`src/rtl/tinker_pkg.sv`:
```
// tinker_pkg: shared widths and arbiter state encoding
package tinker_pkg;
  localparam int XLEN = 64;
  localparam int ILEN = 32;
  typedef enum logic [1:0] {IDLE, BUSY_I, BUSY_D} arb_state_t;
endpackage

```
`src/rtl/mem_arbiter.sv`:
```
// mem_arbiter: fetch/data arbiter for a single-port memory with fixed latency and fetch anti-starvation
module mem_arbiter
  import tinker_pkg::*;
#(
  parameter int MEM_LAT    = 1,
  parameter int STARVE_MAX = 4
) (
  input  logic            clk,
  input  logic            reset,
  input  logic            if_req,
  input  logic [XLEN-1:0] if_addr,
  input  logic            if_flush,
  output logic            if_gnt,
  output logic            if_rvalid,
  output logic [ILEN-1:0] if_rdata,
  input  logic            d_req,
  input  logic            d_we,
  input  logic [XLEN-1:0] d_addr,
  input  logic [XLEN-1:0] d_wdata,
  output logic            d_gnt,
  output logic            d_rvalid,
  output logic [XLEN-1:0] d_rdata,
  output logic            mem_en,
  output logic            mem_we,
  output logic [XLEN-1:0] mem_addr,
  output logic [XLEN-1:0] mem_wdata,
  input  logic [XLEN-1:0] mem_rdata
);
  localparam int SW = $clog2(STARVE_MAX + 1);
  arb_state_t      state;
  logic [2:0]      busy_cnt;
  logic [SW-1:0]   starve_cnt;
  logic            flushed;
  logic [ILEN-1:0] if_rdata_q;
  logic [XLEN-1:0] d_rdata_q;
  logic            idle, last, starved;
  always_comb begin
    idle      = state == IDLE && !reset;
    starved   = starve_cnt == SW'(STARVE_MAX);
    if_gnt    = idle && if_req && (!d_req || starved);
    d_gnt     = idle && d_req && !if_gnt;
    mem_en    = if_gnt || d_gnt;
    mem_we    = d_gnt && d_we;
    mem_addr  = if_gnt ? if_addr : d_gnt ? d_addr : '0;
    mem_wdata = d_gnt ? d_wdata : '0;
    last      = busy_cnt == 3'd1 && !reset;
    if_rvalid = state == BUSY_I && last && !flushed && !if_flush;
    d_rvalid  = state == BUSY_D && last;
    if_rdata  = if_rvalid ? mem_rdata[ILEN-1:0] : if_rdata_q;
    d_rdata   = d_rvalid ? mem_rdata : d_rdata_q;
  end
  always_ff @(posedge clk) begin
    if (reset) begin
      state      <= IDLE;
      busy_cnt   <= '0;
      starve_cnt <= '0;
      flushed    <= 1'b0;
      if_rdata_q <= '0;
      d_rdata_q  <= '0;
    end else begin
      if (mem_en) begin
        state      <= if_gnt ? BUSY_I : BUSY_D;
        busy_cnt   <= 3'(MEM_LAT);
        flushed    <= 1'b0;
        starve_cnt <= if_gnt ? '0 : (if_req && !starved) ? starve_cnt + 1'b1 : starve_cnt;
      end else if (state != IDLE) begin
        busy_cnt <= busy_cnt - 3'd1;
        if (busy_cnt == 3'd1) state <= IDLE;
        if (state == BUSY_I && if_flush) flushed <= 1'b1;
      end
      if (if_rvalid) if_rdata_q <= mem_rdata[ILEN-1:0];
      if (d_rvalid) d_rdata_q <= mem_rdata;
    end
  end
endmodule
```
`config.mk`:
```
export PLATFORM = sky130hd
export DESIGN_NAME = mem_arbiter
export DESIGN_NICKNAME = d
export VERILOG_FILES = /design/src/rtl/tinker_pkg.sv /design/src/rtl/mem_arbiter.sv
export SDC_FILE = /design/constraint.sdc
export NUM_CORES = 1
export LEC_CHECK = 0
export CORE_AREA = 2 2 191 193
export CTS_BUF_LIST = sky130_fd_sc_hd__clkbuf_16
export CTS_CLUSTER_SIZE = 20
export DETAILED_ROUTE_END_ITERATION = 12
export DIE_AREA = 0 0 193 195
export GPL_ROUTABILITY_DRIVEN = 0
export PLACE_DENSITY = 0.5
export SKIP_CTS_REPAIR_TIMING = 1
export SLEW_MARGIN = 20
export SYNTH_ARGS = -nofsm -noshare
export SYNTH_HDL_FRONTEND = slang
export SYNTH_SLANG_ARGS = --single-unit
```
`constraint.sdc`:
```
create_clock -name clk -period 7.1 [get_ports clk]
set_input_delay 2.13 -clock clk [delete_from_list [all_inputs] [get_ports clk]]
set_output_delay 2.13 -clock clk [all_outputs]
set_load 0.005 [all_outputs]
```
[Word-level counts from Yosys, hierarchy flattened]
Index checks and enable logic that the tools add are counted.
Cells by class
  add/sub/neg operators: 2
  multipliers: 0
  divide/modulo/power cells: 0
  $lt $le $gt $ge: 0
  equality and inequality tests: 4
  shift operators: 0
  multiplexer cells: 13
  bitwise operators: 0
  reduce and logical (&&, ||, !) cells: 30
Operators by type and width (count)
  $mux W64: 4
  $mux W32: 1
  $logic_and A1 B1 Y1: 13
  $mux W2: 4
  $reduce_bool A2 Y1: 4
  $logic_not A1 Y1: 6
  $mux W3: 2
  $reduce_and A2 Y1: 3
  $add A3 B1 Y3 const B: 1
  $eq A3 B1 Y1 const B: 1
  $eq A3 B3 Y1 const B: 1
  $sub A3 B1 Y3 const B: 1
  $eq A2 B1 Y1 const B: 1
  $eq A2 B2 Y1 const B: 1
  $logic_not A2 Y1: 1
  $logic_or A1 B1 Y1: 2
  $mux W1: 2
  $reduce_or A2 Y1: 1
Storage, ports and cells
  flip-flop bits (word level): 105
  bits in latches: 0
  RAM bits: 0
  memory bits (read-only): 0
  input port bits: 262
  word-level logic and storage cells: 56
  memories kept: 0

[Longest topological paths before layout]
Gate-level depths: netlist of the first run.
  word-level depth: 9
  gate-level depth with buffers: 8
  mapped depth without buffers: 6

[Least setup slack after synthesis of the first run]
Ideal clock, no wire load.
  path kind: input to output
  start: input reset
  end: output if_rdata[10]
  arrival time: 3.151 ns
  data required time: 4.970 ns
  setup slack: 1.819 ns
  cell stages on the path: 5
  path through: nor3b_1 > clkbuf_1 > buf_1 > nand3_1 > o21ai_0
Between the ends
  word-level cells in the longest chain between the ends: 6
Ends and longest elaborated chain
  start: declaration: line mem_arbiter.sv:9  | input logic reset,
  $logic_not A1 Y1: line mem_arbiter.sv:46  | last = busy_cnt == 3'd1 && !reset;
  $logic_and A1 B1 Y1: line mem_arbiter.sv:46
  $logic_and A1 B1 Y1 (3 in series): line mem_arbiter.sv:47  | if_rvalid = state == BUSY_I && last && !flushed && !if_flush;
  $mux W32
  end: declaration: line mem_arbiter.sv:15  | output logic [ILEN-1:0] if_rdata,
Every way passes these cells.

[Worst setup path in the final report of the first run]
  start: input reset
  end: output mem_wdata[7]
Between the ends
  word-level cells in the longest chain between the ends: 7
  elaborated cells on any way between the ends: 8
  those cells by class: 1 x mux; 7 x reduce/logical
Ends and longest elaborated chain
  $logic_not A1 Y1 *: line mem_arbiter.sv:38  | idle = state == IDLE && !reset;
  $logic_and A1 B1 Y1 *: line mem_arbiter.sv:38
  $logic_and A1 B1 Y1 (2 in series): line mem_arbiter.sv:40  | if_gnt = idle && if_req && (!d_req || starved);
  $logic_not A1 Y1: line mem_arbiter.sv:41  | d_gnt = idle && d_req && !if_gnt;
  $logic_and A1 B1 Y1 *: line mem_arbiter.sv:41
  $mux W64 *: line mem_arbiter.sv:45  | mem_wdata = d_gnt ? d_wdata : '0;
  end: declaration: line mem_arbiter.sv:26  | output logic [XLEN-1:0] mem_wdata,
Mark *: on every way between the ends. The rest lies on a longest branch, timed or not.

==> results.tsv, run 1 <==
stage	metric	value	unit
floorplanning	initial core utilization	0.181	
critical_path	crit-path max FO	67	
clock_network	CTS Sinks	105	
grt	grt ovf	0	
floorplanning	Die X	193	um
cells_and_area	Antenna diodes	0	
placed_design	detailed placement HPWL	23900	um
clock_network	clk_lat worst skew	0.36	ns
cells_and_area	commonest non-fill, non-tap cell in the layout	clkdlybuf4s50_1	
power	Leak	4.01	nW
cells_and_area	most frequent cells in the layout	clkdlybuf4s50_1 (488), o21ai_0 (163), nand3_1 (158)	
logic_synthesis	post-synthesis sequential area ratio	0.327	
cells_and_area	final net count	1587	
power	PD cells	144	nW/um2
clock_network	clk slew on worst S/H paths	0.08	ns
outcome	status	complete, no violations	
logic_synthesis	syn_nets	1170	
timing	total negative slack	0	ns
flow_run	Max Cap Viol	0	
timing	final hold vios	0	
power	Peak VDD IR	0.0890	mV
clock_network	clock buffer count from CTS	9	
logic_synthesis	Synth warnings	0	
cells_and_area	fin cells	1787	
placed_design	port buffer count	491	
detailed_routing	Vias	8119	
detailed_routing	post-DR wirelength/cell	18.1	um
timing	# setup viols final	0	
critical_path	CP Launch Type	primary input	
detailed_routing	topmost layer with routed signal wires	met5	
logic_synthesis	Synth cell types	38	
detailed_routing	met2 wire length	14900	um
grt	global-route wire length before repair	47800	um
detailed_routing	Routed WL	32300	um
min_path	Worst Hold Class	register to register	
logic_synthesis	prevailing post-synth register cell	dfxtp_1	
timing	Least-Margin Pin Slew	1.02	ns
logic_synthesis	Synth Instances	904	
detailed_routing	M1 WL	13900	um
logic_synthesis	Post-synth ARST share	0	
cells_and_area	Core Util, Final	0.338	
grt	initial antenna violation count	2	
critical_path	WS Path Type	primary input to output port	
clock_network	Clock H-tree levels	3	
clock_network	Root Buffer	clkbuf_16	
cells_and_area	share of cells above drive strength 1	0.0415	
timing	Peak Freq	156	MHz
detailed_routing	# DRC	0	
logic_synthesis	synthesized area	6420	um2
timing	Final Max Tran Viols	0	
timing	Slew HR	0.320	
power	Final Power	1.72	mW
critical_path	CP Data Required Time	4.97	ns
logic_synthesis	syn_area_per_cell	7.11	um2
detailed_routing	number of DRC markers in iteration 0	417	
detailed_routing	met3 wire length	2910	um
grt	gr usage total	0.164	
placed_design	worst slack, placed	0.689	ns
detailed_routing	vias per inst	4.54	
critical_path	Worst Path Arrival	4.29	ns
detailed_routing	DRT Pass-1 Iters	4	
detailed_routing	DRT antenna net count	0	
cells_and_area	Syn-to-layout area delta	86.5	%
grt	vias in the first global route	7925	
floorplanning	Core ar.	35400	um2
timing	Worst Skew	0.00939	ns
logic_synthesis	Yosys top cell by area	dfxtp_1	
critical_path	critical path endpoint category	output port	
placed_design	DP Cell Count	1771	
clock_network	CTS tree	built	
floorplanning	IO Count	492	
floorplanning	Rows	69	
timing	setup repair after global routing missed its margin	no	
floorplanning	die extent in y	195	um
logic_synthesis	Synth top area share	0.327	
timing	Tcrit/Tclk final	0.905	
logic_synthesis	Synth area leaders	dfxtp_1 (33%), o21ai_0 (13%), nand3_1 (12%)	
timing	post-route minimum period	6.42	ns
grt	largest net degree at the start of global routing	109	
floorplanning	full die area	37600	um2
timing	fin worst setup slack	0.676	ns
logic_synthesis	#FFs+latches synth	105	
logic_synthesis	Post-synth EDFFs	0	
clock_network	maximum clock insertion buffer count	2	
## sequential cells by signal (all words and copies together), names as in the netlist
| register | count |
|---|---|
| d_rdata_q | 64 |
| if_rdata_q | 32 |
| busy_cnt | 3 |
| starve_cnt | 3 |
| state | 2 |
| flushed | 1 |
## cell families (layout without fill, tap and decap cells)
kind of cell | Yosys count | count (layout) | synth area share
mux | 4 | 4 | 0.00701
compound gates | 270 | 270 | 0.253
flops | 105 | 105 | 0.327
simple gates | 317 | 317 | 0.279
fa+ha+maj | 4 | 4 | 0.00779
buf+inv | 204 | 626 | 0.127
## critical path: stages
cell,delay [ns]
buf_4,0.18
nor3_4,0.19
and3_2,0.88
and2_1,0.32
clkdlybuf4s50_1,0.55
## metal layers
layer  GRT usage  up-vias
li1            -     4061
met1       0.204     3720
met2       0.270      295
met3      0.0563       39
met4      0.0407        4
met5           0        -
## worst paths after layout
path / end / slack [ns] / depth (start not counted) / start
setup reg to reg: d_rdata_q[62] / 4.63 / 4 / state[0]
setup / recovery: mem_wdata[7] / 0.68 / 5 / reset
hold reg to reg: if_rdata_q[8] / 0.47 / 2 / if_rdata_q[8]
hold / removal: if_rdata_q[8] / 0.47 / 2 / if_rdata_q[8]
## area by class of cell
class	count	area (um2)
clock buffers	9	225
clock inverters	7	86.3
fillers	3773	23400
inverters	100	375
multi-input cells	595	3530
flip-flops and latches	105	2100
well taps	461	577
repair buffers	510	5080
## metrics by stage
stage          area (um2)  hold WS, ns
2_1_floorplan        6420        0.439
3_3_place_gp        11700        0.451
3_5_place_dp        11700        0.454
4_1_cts             12000        0.468
5_1_grt             12000        0.481
6_report            12000        0.465
## Yosys cell counts, types with 2 or more instances
master	count
buf_1	8
o211ai_1	4
dfxtp_1	105
o21ai_0	163
buf_2	23
o31ai_1	93
nor3b_1	2
mux2_2	4
and3_1	2
nand3_1	158
clkbuf_1	66
ha_1	4
nor2_1	5
nand2b_1	2
and2_1	67
or3_1	2
buf_4	2
a32o_1	2
nand2_1	7
nand4_1	64
a21oi_1	3
clkbuf_2	4
inv_1	99
## report_power, final
group | total (mW) | internal, mW | switching, mW | leakage, nW
registers | 0.627 | 0.614 | 0.0130 | 0.850
clock network | 0.539 | 0.281 | 0.258 | 0.153
logic | 0.556 | 0.313 | 0.243 | 3.00
total | 1.72 | 1.21 | 0.514 | 4.01
Note: power is estimated with default switching activity, not from simulation.
==> run 2, diff against run 1 <==
Clock period 7.1 ns to 8.2 ns, I/O delays scaled along.
==> run 2 against run 1 <==
Clock skew rose by 0.0068 ns. Power fell by 15%. Global-route usage rose by 0.21 points. Final cell count did not move. Critical path depth rose by 1. Non-clock buffer count fell by 1. Critical path type unchanged.
==> results.tsv, run 2 (synthesis gave the netlist of run 1 again) <==
stage	metric	value	unit
timing	setup repair after global routing missed its margin	no	
cells_and_area	Fill cells	3711	
detailed_routing	Vias	8100	
critical_path	CP Data Required Time	5.74	ns
critical_path	CP startpoint	if_flush	
placed_design	detailed placement HPWL	24700	um
timing	Peak Freq	138	MHz
cells_and_area	final net count	1586	
power	Peak VDD IR	0.114	mV
critical_path	critical path endpoint category	output port	
critical_path	Critical Path Stages	6	
detailed_routing	# DRC	0	
critical_path	WP buf/inv	3	
cells_and_area	commonest non-fill, non-tap cell in the layout	clkdlybuf4s50_1	
timing	# setup viols final	0	
detailed_routing	post-DR wirelength/cell	18.3	um
grt	gr usage total	0.166	
floorplanning	initial core utilization	0.181	
outcome	status	complete, no violations	
clock_network	clk_lat worst skew	0.36	ns
cells_and_area	multi-input logic area	3530	um2
critical_path	FF-to-FF path depth	5	
power	Leak	3.99	nW
grt	initial antenna violation count	1	
cells_and_area	most frequent cells in the layout	clkdlybuf4s50_1 (488), o21ai_0 (163), nand3_1 (158)	
cells_and_area	Syn-to-layout area delta	86.2	%
floorplanning	full die area	37600	um2
power	PD cells	123	nW/um2
power	sw frac	0.307	
cells_and_area	Sequential Area	2100	um2
min_path	Worst Hold Launch	d_rdata_q[0]	
cells_and_area	Top Registers	d_rdata_q (64), if_rdata_q (32)	
detailed_routing	number of DRC markers in iteration 0	472	
power	cell-internal power	1.02	mW
timing	total negative slack	0	ns
cells_and_area	Biggest register	d_rdata_q	
critical_path	internal reg-to-reg setup slack	5.83	ns
timing	Final Max Tran Viols	0	
min_path	Worst Hold Class	register to register	
timing	post-route minimum period	7.25	ns
critical_path	Worst Path Arrival	4.79	ns
clock_network	clock buffer count from CTS	9	
clock_network	CTS tree	built	
detailed_routing	DRT Pass-1 Iters	5	
min_path	hold depth	2	
critical_path	WS Path Type	primary input to output port	
floorplanning	die extent in y	195	um
placed_design	port buffer count	491	
power	Sw Pwr	0.451	mW
clock_network	maximum clock insertion buffer count	2	
timing	Least-Margin Pin Slew	0.964	ns
critical_path	RR Startpoint	state[0]	
power	Seq pwr share	0.370	
cells_and_area	share of cells above drive strength 1	0.0415	
flow_run	Max Cap Viol	0	
timing	WHS	0.467	ns
cells_and_area	number of flip-flops in the largest register	64	
detailed_routing	vias per inst	4.53	
detailed_routing	Routed WL	32800	um
clock_network	CTS Sinks	105	
grt	largest net degree at the start of global routing	131	
grt	grt ovf	0	
critical_path	CP Launch Type	primary input	
grt	vias in the first global route	7991	
timing	Slew HR	0.357	
power	Final Power	1.47	mW
critical_path	critical path cell sequence	clkdlybuf4s50_1 > nor4b_4 > nand2_1 > inv_2 > o21ai_0 > clkdlybuf4s50_1	
cells_and_area	Finished Cell Area	12000	um2
power	Logic pwr share	0.326	
timing	Tcrit/Tclk final	0.884	
detailed_routing	DRT antenna net count	0	
clock_network	Root Buffer	clkbuf_16	
critical_path	CP max stage cell	inv_2	
clock_network	Clock H-tree levels	3	
floorplanning	Die X	193	um
critical_path	CP delay by family, top	buffers and inverters	
grt	global-route wire length before repair	48600	um
timing	Worst Skew	0.0162	ns
floorplanning	IO Count	492	
placed_design	Post-DP Area	11700	um2
floorplanning	Core ar.	35400	um2
critical_path	Crit path largest cell delay	0.63	ns
floorplanning	Rows	69	
power	Clk pwr share	0.304	
clock_network	clk slew on worst S/H paths	0.08	ns
critical_path	cell mode on critical path	clkdlybuf4s50_1	
critical_path	crit-path max FO	46	
timing	final hold vios	0	
[run 2: cell types whose count changed in the layout (fill, tap and decap cells not counted), sizes merged]
cell,previous run,this run
diode,0,1
buf,22,21
inv,104,105
bufinv,1,0
[run 2: layout make-up]
cell class                 instances  share of cell area
clock buffer                       9              0.0188
timing repair buffer             509               0.424
tap                              461              0.0482
antenna                            1            0.000209
inverter                         100              0.0314
clock inverter                     7             0.00627
sequential                       105               0.176
multi-input combinational        595               0.295
[run 2: worst paths after layout]
| path | end |
|---|---|
| min | d_rdata_q[0] |
| max reg2reg | if_rdata_q[16] |
| max | if_rdata[27] |
| min reg2reg | d_rdata_q[0] |
[run 2: power by group through the flow]
stage               Sequential [mW]  Clock, mW  Combinational [mW]
finish                        0.544      0.447               0.480
floorplan                     0.549          0               0.175
detailed placement            0.556          0               0.481
global route                  0.547      0.483               0.520
global placement              0.556          0               0.483
CTS                           0.544      0.464               0.485
[run 2: worst reg2reg max path, cell delays in order (launching register included)]
cell,delay (ns)
dfxtp_1,0.65
nor4b_4,0.31
nand2_1,0.25
inv_2,0.63
buf_4,0.31
o31ai_1,0.08
[run 2: through the flow]
| step | instances | setup slack [ns] | utilization |
|---|---|---|---|
| 6_report | 1787 | 0.950 | 0.338 |
| 5_1_grt | 1787 | 0.766 | 0.338 |
| 4_1_cts | 1786 | 0.942 | 0.338 |
| 3_5_place_dp | 1770 | 0.941 | 0.329 |
| 3_3_place_gp | 1770 | 0.947 | 0.329 |
| 2_1_floorplan | 904 | 2.26 | - |
[run 2: routing by layer]
layer / wire [um] / GRT usage / up-vias
met5: 0 / 0 / -
met4: 550 / 0.0384 / 0
met3: 2720 / 0.0492 / 29
met2: 15400 / 0.276 / 330
met1: 14100 / 0.211 / 3682
li1: - / - / 4059
